File: src/rtl/uart_pkg.sv
// rtl/uart_pkg.sv - shared UART types and constants for receiver and transmitter
package uart_pkg;

    typedef enum logic [2:0] {
        IDLE  = 3'd0,
        START = 3'd1,
        DATA  = 3'd2,
        STOP  = 3'd3,
        BREAK = 3'd4
    } uart_state_t;

    localparam int OVERSAMPLE       = 8;
    localparam int MID_SAMPLE       = 3;
    localparam int TICK_DIV_DEFAULT = 43;

endpackage

File: src/rtl/uart_baud_tick.sv
// rtl/uart_baud_tick.sv - free-running oversample tick divider
module uart_baud_tick #(
    parameter int TICK_DIV = 43
) (
    input  logic user_clock,
    input  logic rst,
    output logic tick
);

    localparam logic [7:0] LP_WRAP = 8'(TICK_DIV - 1);

    logic [7:0] r_cnt;
    logic       r_tick;

    // Count 0..TICK_DIV-1 and flag the wrap with a one-cycle registered tick
    always_ff @(posedge user_clock or negedge rst) begin
        if (!rst) begin
            r_cnt  <= 8'd0;
            r_tick <= 1'b0;
        end else if (r_cnt == LP_WRAP) begin
            r_cnt  <= 8'd0;
            r_tick <= 1'b1;
        end else begin
            r_cnt  <= r_cnt + 8'd1;
            r_tick <= 1'b0;
        end
    end

    assign tick = r_tick;

endmodule

File: src/rtl/uart_rx.sv
// rtl/uart_rx.sv - 8N1 receiver, 8x oversampled, valid/ack byte handshake
module uart_rx
    import uart_pkg::*;
#(
    parameter int TICK_DIV  = TICK_DIV_DEFAULT,
    parameter bit MSB_FIRST = 1'b0
) (
    input  logic       user_clock,
    input  logic       rst,
    input  logic       usb_rs232_rxd,
    output logic [7:0] rx_data,
    output logic       rx_valid,
    input  logic       rx_ack,
    output logic       frame_error,
    output logic       overrun,
    output logic       rx_busy
);

    // The start-bit check fires on the tick that advances os_cnt to
    // MID_SAMPLE, i.e. while os_cnt still holds MID_SAMPLE-1. Data and stop
    // bits are then sampled every OVERSAMPLE ticks from that point.
    localparam logic [2:0] LP_START_CHK = 3'(MID_SAMPLE - 1);
    localparam logic [2:0] LP_OS_LAST   = 3'(OVERSAMPLE - 1);

    logic        r_sync1;
    logic        r_sync2;
    logic        w_rxs;
    logic        w_tick;
    uart_state_t r_state;
    logic [2:0]  r_os_cnt;
    logic [2:0]  r_bit_cnt;
    logic [2:0]  w_bit_idx;
    logic [7:0]  r_shift;
    logic [7:0]  r_rx_data;
    logic        r_rx_valid;
    logic        r_frame_error;
    logic        r_overrun;
    logic        r_busy;
    logic        r_armed;

    uart_baud_tick #(
        .TICK_DIV (TICK_DIV)
    ) u_tick (
        .user_clock (user_clock),
        .rst        (rst),
        .tick       (w_tick)
    );

    // Two-flop synchronizer; resets to the idle (high) line level
    always_ff @(posedge user_clock or negedge rst) begin
        if (!rst) begin
            r_sync1 <= 1'b1;
            r_sync2 <= 1'b1;
        end else begin
            r_sync1 <= usb_rs232_rxd;
            r_sync2 <= r_sync1;
        end
    end

    assign w_rxs     = r_sync2;
    assign w_bit_idx = MSB_FIRST ? ~r_bit_cnt : r_bit_cnt;

    // Receive FSM with handshake, error flags and registered outputs
    always_ff @(posedge user_clock or negedge rst) begin
        if (!rst) begin
            r_state       <= IDLE;
            r_os_cnt      <= 3'd0;
            r_bit_cnt     <= 3'd0;
            r_shift       <= 8'h00;
            r_rx_data     <= 8'h00;
            r_rx_valid    <= 1'b0;
            r_frame_error <= 1'b0;
            r_overrun     <= 1'b0;
            r_busy        <= 1'b0;
            r_armed       <= 1'b0;
        end else begin
            r_frame_error <= 1'b0;

            // A line still low when reset is released is not a start bit;
            // start detection is only enabled once the line has been high.
            if (w_rxs) begin
                r_armed <= 1'b1;
            end

            // Acknowledge; a byte load later in this block takes priority
            if (rx_ack && r_rx_valid) begin
                r_rx_valid <= 1'b0;
                r_overrun  <= 1'b0;
            end

            if (w_tick) begin
                case (r_state)
                    IDLE: begin
                        if (!w_rxs && r_armed) begin
                            r_state  <= START;
                            r_os_cnt <= 3'd0;
                            r_busy   <= 1'b1;
                        end
                    end
                    START: begin
                        if (r_os_cnt == LP_START_CHK) begin
                            if (w_rxs) begin
                                r_state <= IDLE;
                                r_busy  <= 1'b0;
                            end else begin
                                r_state   <= DATA;
                                r_os_cnt  <= 3'd0;
                                r_bit_cnt <= 3'd0;
                            end
                        end else begin
                            r_os_cnt <= r_os_cnt + 3'd1;
                        end
                    end
                    DATA: begin
                        if (r_os_cnt == LP_OS_LAST) begin
                            r_shift[w_bit_idx] <= w_rxs;
                            r_os_cnt           <= 3'd0;
                            r_bit_cnt          <= r_bit_cnt + 3'd1;
                            if (r_bit_cnt == 3'd7) begin
                                r_state <= STOP;
                            end
                        end else begin
                            r_os_cnt <= r_os_cnt + 3'd1;
                        end
                    end
                    STOP: begin
                        if (r_os_cnt == LP_OS_LAST) begin
                            r_os_cnt <= 3'd0;
                            if (w_rxs) begin
                                r_rx_data  <= r_shift;
                                r_rx_valid <= 1'b1;
                                if (r_rx_valid && !rx_ack) begin
                                    r_overrun <= 1'b1;
                                end
                                r_state <= IDLE;
                                r_busy  <= 1'b0;
                            end else begin
                                r_frame_error <= 1'b1;
                                r_state       <= BREAK;
                            end
                        end else begin
                            r_os_cnt <= r_os_cnt + 3'd1;
                        end
                    end
                    BREAK: begin
                        if (w_rxs) begin
                            r_state <= IDLE;
                            r_busy  <= 1'b0;
                        end
                    end
                    default: begin
                        r_state <= IDLE;
                        r_busy  <= 1'b0;
                    end
                endcase
            end
        end
    end

    assign rx_data     = r_rx_data;
    assign rx_valid    = r_rx_valid;
    assign frame_error = r_frame_error;
    assign overrun     = r_overrun;
    assign rx_busy     = r_busy;

endmodule

File: config.mk
export PLATFORM = sky130hd
export DESIGN_NAME = uart_rx
export DESIGN_NICKNAME = d
export VERILOG_FILES = /design/src/rtl/uart_pkg.sv /design/src/rtl/uart_baud_tick.sv /design/src/rtl/uart_rx.sv
export SDC_FILE = /design/constraint.sdc
export NUM_CORES = 1
export LEC_CHECK = 0
export CAP_MARGIN = 25
export CORE_MARGIN = 2
export CORE_UTILIZATION = 45
export DETAILED_ROUTE_END_ITERATION = 8
export DONT_BUFFER_PORTS = 1
export GPL_TIMING_DRIVEN = 0
export SYNTH_ARGS = -nofsm -noshare
export SYNTH_HDL_FRONTEND = slang
export SYNTH_SLANG_ARGS = --single-unit
File: constraint.sdc
create_clock -name user_clock -period 2 [get_ports user_clock]
set_clock_uncertainty 0.2 [all_clocks]
set_input_delay 0.4 -clock user_clock [delete_from_list [all_inputs] [get_ports user_clock]]
set_output_delay 0.4 -clock user_clock [all_outputs]
set_load 0.05 [all_outputs]
==> results.json <==
{
  "outcome": "completed",
  "syn-num-nets": 173,
  "wl_met3_um": 110,
  "worst_slack_ns": 0.0773,
  "numClockSinks": 41,
  "synthesis.area_mm2": 0.00195,
  "synthFlopType": "dfrtp_1",
  "leakage_nw": 0.992,
  "drt_iter0_markers": 85,
  "clkTransAtPathRegs_ns": 0.07,
  "die_y_um": 69.8,
  "slew_violations": 0,
  "final_nets": 187,
  "yosysMostFrequentCell": "dfrtp_1",
  "wl_per_cell_um": 15.1,
  "cts_tree": "built",
  "place_ws_ns": -0.218,
  "yosysSeqAreaShare": 0.527,
  "top_layer": "met4",
  "dp_hpwl_mm": 2.35,
  "synth_area_per_cell_um2": 12.1,
  "post_dp_cell_area_mm2": 0.00201,
  "final_area_mm2": 0.00224,
  "synthCells": 161,
  "powerDensity_mw_per_mm2": 630,
  "io_pins": 16,
  "worst_ep_required_time_ns": 1.97,
  "fmaxAchievable_mhz": 520,
  "tightestPinTransition_ns": 0.522,
  "final-setup-viol-count": 0,
  "first_pass_iters": 4,
  "grt_overflow_total": 0,
  "cp_max_fo": 9,
  "swShare": 0.221,
  "cp_cell_sequence": "ha_2, ha_4, nand4b_1, nor2_4, buf_12, mux2_2",
  "antenna_found_initial": 0,
  "p_clk_frac": 0.364,
  "synthTopCellsByArea": "dfrtp_1 (50%), mux2_2 (11%), ha_1 (5.1%), dfstp_2 (2.7%), nand2b_1 (2.2%)",
  "crit_type": "reg -> reg",
  "switchingPower_mw": 0.312,
  "slew_headroom": 0.652,
  "synth_top_area_cell": "dfrtp_1",
  "critPathLaunch": "r_os_cnt[1]",
  "p_comb_frac": 0.037,
  "layout-drive-gt1-share": 0.295,
  "cp.buffers_inverters": 1,
  "hp-start": "r_sync1",
  "path_delay_family": "adder cells",
  "n_antenna_cell": 0,
  "startpoint_type": "flop",
  "routed_wl_mm": 3.42,
  "synthToLayoutAreaGrowth_pct": 14.7,
  "grt_pass1_wl_mm": 6.11,
  "rows": 23,
  "port_buffers": 0,
  "min_period_ns": 1.92,
  "cts_buffer_depth": 2,
  "place.gp.congestion": 0.786,
  "routed_via_density": 5.43,
  "synth_common_cells": "dfrtp_1 (39), mux2_2 (19), nor2_1 (11), nand2_1 (10), ha_1 (8)",
  "min_path_type": "reg -> reg",
  "drc": 0,
  "grt_max_degree": 42,
  "synth-seq-cells": 41,
  "ir_drop_uv": 583,
  "critPathMaxStageDelay_ns": 0.38,
  "ctsHtreeMaxLevel": 2,
  "reg2reg_from": "r_os_cnt[1]",
  "max_cap_violations": 0,
  "synthDistinctLibCells": 40,
  "clk_latency_ns": 0.29,
  "start_util": 0.477,
  "numCtsBuffers": 5,
  "worstPathArrival_ns": 1.89,
  "first_global_vias": 1304,
  "p_int_mw": 1.10,
  "antenna_left": 0,
  "ys_warn_count": 0,
  "ctsRootBufferMaster": "clkbuf_8",
  "netlist.area_leader.share": 0.500,
  "min_period_over_period": 0.961,
  "hold_viol": 0,
  "power.share.sequential": 0.599,
  "synth_edf_count": 0,
  "met1_length_mm": 1.64,
  "synthArstFlopShare": 1.00,
  "die_w_um": 69.8,
  "grt_usage": 0.157,
  "worst_setup_path_end_kind": "flop",
  "die_area_mm2": 0.00488,
  "met2RoutedLength_mm": 1.62,
  "vias": 1227,
  "core_mm2": 0.00409,
  "cp_slowest_cell": "dfrtp_1",
  "rsz0062_at_grt": "no"
}
==> cells by family after synthesis <==
group / Yosys count / synth area share
buf+inv: 10 / 0.0263
compound gates: 18 / 0.0750
mux: 19 / 0.110
simple gates: 59 / 0.183
flops: 41 / 0.527
xor+xnor: 6 / 0.0269
fa+ha+maj: 8 / 0.0513
==> metal layers <==
layer,up-vias,GRT usage
li1,595,-
met1,608,0.214
met2,19,0.244
met3,5,0.0378
met4,0,0.0577
met5,-,0
==> power by group through the flow <==
stage	Clock [mW]	Sequential (mW)	Combinational, mW
2_1_floorplan	0	0.860	0.0201
3_3_place_gp	0	0.860	0.0240
3_5_place_dp	0	0.860	0.0250
4_1_cts	0.530	0.844	0.0519
5_1_grt	0.562	0.844	0.0594
6_report	0.513	0.844	0.0517
==> registers in the layout (all words and copies together), names as in the netlist, 3 cells and up, named ones only <==
register and flops:
r_state 3, r_shift 8, r_os_cnt 3, rx_data 8
u_tick.r_cnt 8, r_bit_cnt 3
==> layout make-up <==
type	instances	area [um^2]
Clock inverter	1	5.00
Buffer	4	28.8
Timing Repair Buffer	7	85.1
Inverter	6	22.5
Sequential cell	41	1030
Tap cell	50	62.6
Multi-Input combinational cell	110	928
Clock buffer	7	76.3
Fill cell	361	1850
==> cell usage in the layout (no fill, tap or decap), types with 2 or more instances in the layout <==
| master | n |
|---|---|
| buf_4 | 3 |
| xnor2_1 | 4 |
| or3b_4 | 2 |
| dfstp_2 | 2 |
| a21oi_1 | 3 |
| o21ai_0 | 2 |
| dlygate4sd3_1 | 3 |
| xor2_1 | 2 |
| o22ai_1 | 2 |
| buf_2 | 2 |
| nand4_1 | 3 |
| mux2_2 | 18 |
| dfrtp_1 | 39 |
| clkbuf_8 | 5 |
| nand2_1 | 9 |
| nand4b_1 | 3 |
| nand2b_1 | 7 |
| ha_1 | 6 |
| nand3_1 | 5 |
| nor2_4 | 2 |
| nor2_1 | 11 |
| buf_12 | 2 |
| clkbuf_1 | 2 |
| a22o_1 | 2 |
| nand3b_1 | 3 |
| nor4_2 | 2 |
| a21o_1 | 3 |
| nor2b_1 | 2 |
| or2_2 | 2 |
| inv_1 | 6 |
==> through the flow <==
step | std cells | utilization | power, mW | setup TNS [ns] | hold WS, ns
2_1_floorplan | 161 | - | 0.880 | 0 | -0.0956
6_report | 226 | 0.547 | 1.41 | 0 | 0.163
3_5_place_dp | 211 | 0.493 | 0.885 | -1.71 | -0.0945
4_1_cts | 225 | 0.533 | 1.43 | 0 | 0.162
3_3_place_gp | 211 | 0.493 | 0.884 | -1.15 | -0.0945
5_1_grt | 226 | 0.547 | 1.47 | 0 | 0.169
==> final timing paths <==
check / depth (start not counted) / endpoint / slack [ns]
min in group asynchronous: 2 / rx_data[4] / 0.36
max in group asynchronous: 2 / r_sync1 / 0.97
setup reg to reg: 6 / rx_data[2] / 0.08
hold reg to reg: 0 / r_sync2 / 0.16
setup / recovery: 6 / rx_data[2] / 0.08
hold / removal: 0 / r_sync2 / 0.16
==> what timing repair did <==
action	CTS	global route
setup endpoints to repair	10	18
hold buffers	4	0
gates resized for setup	2	9
buffers inserted	2	1
pin swaps	3	3
hold endpoints to repair	44	0
(Power assumes the default switching activity.)
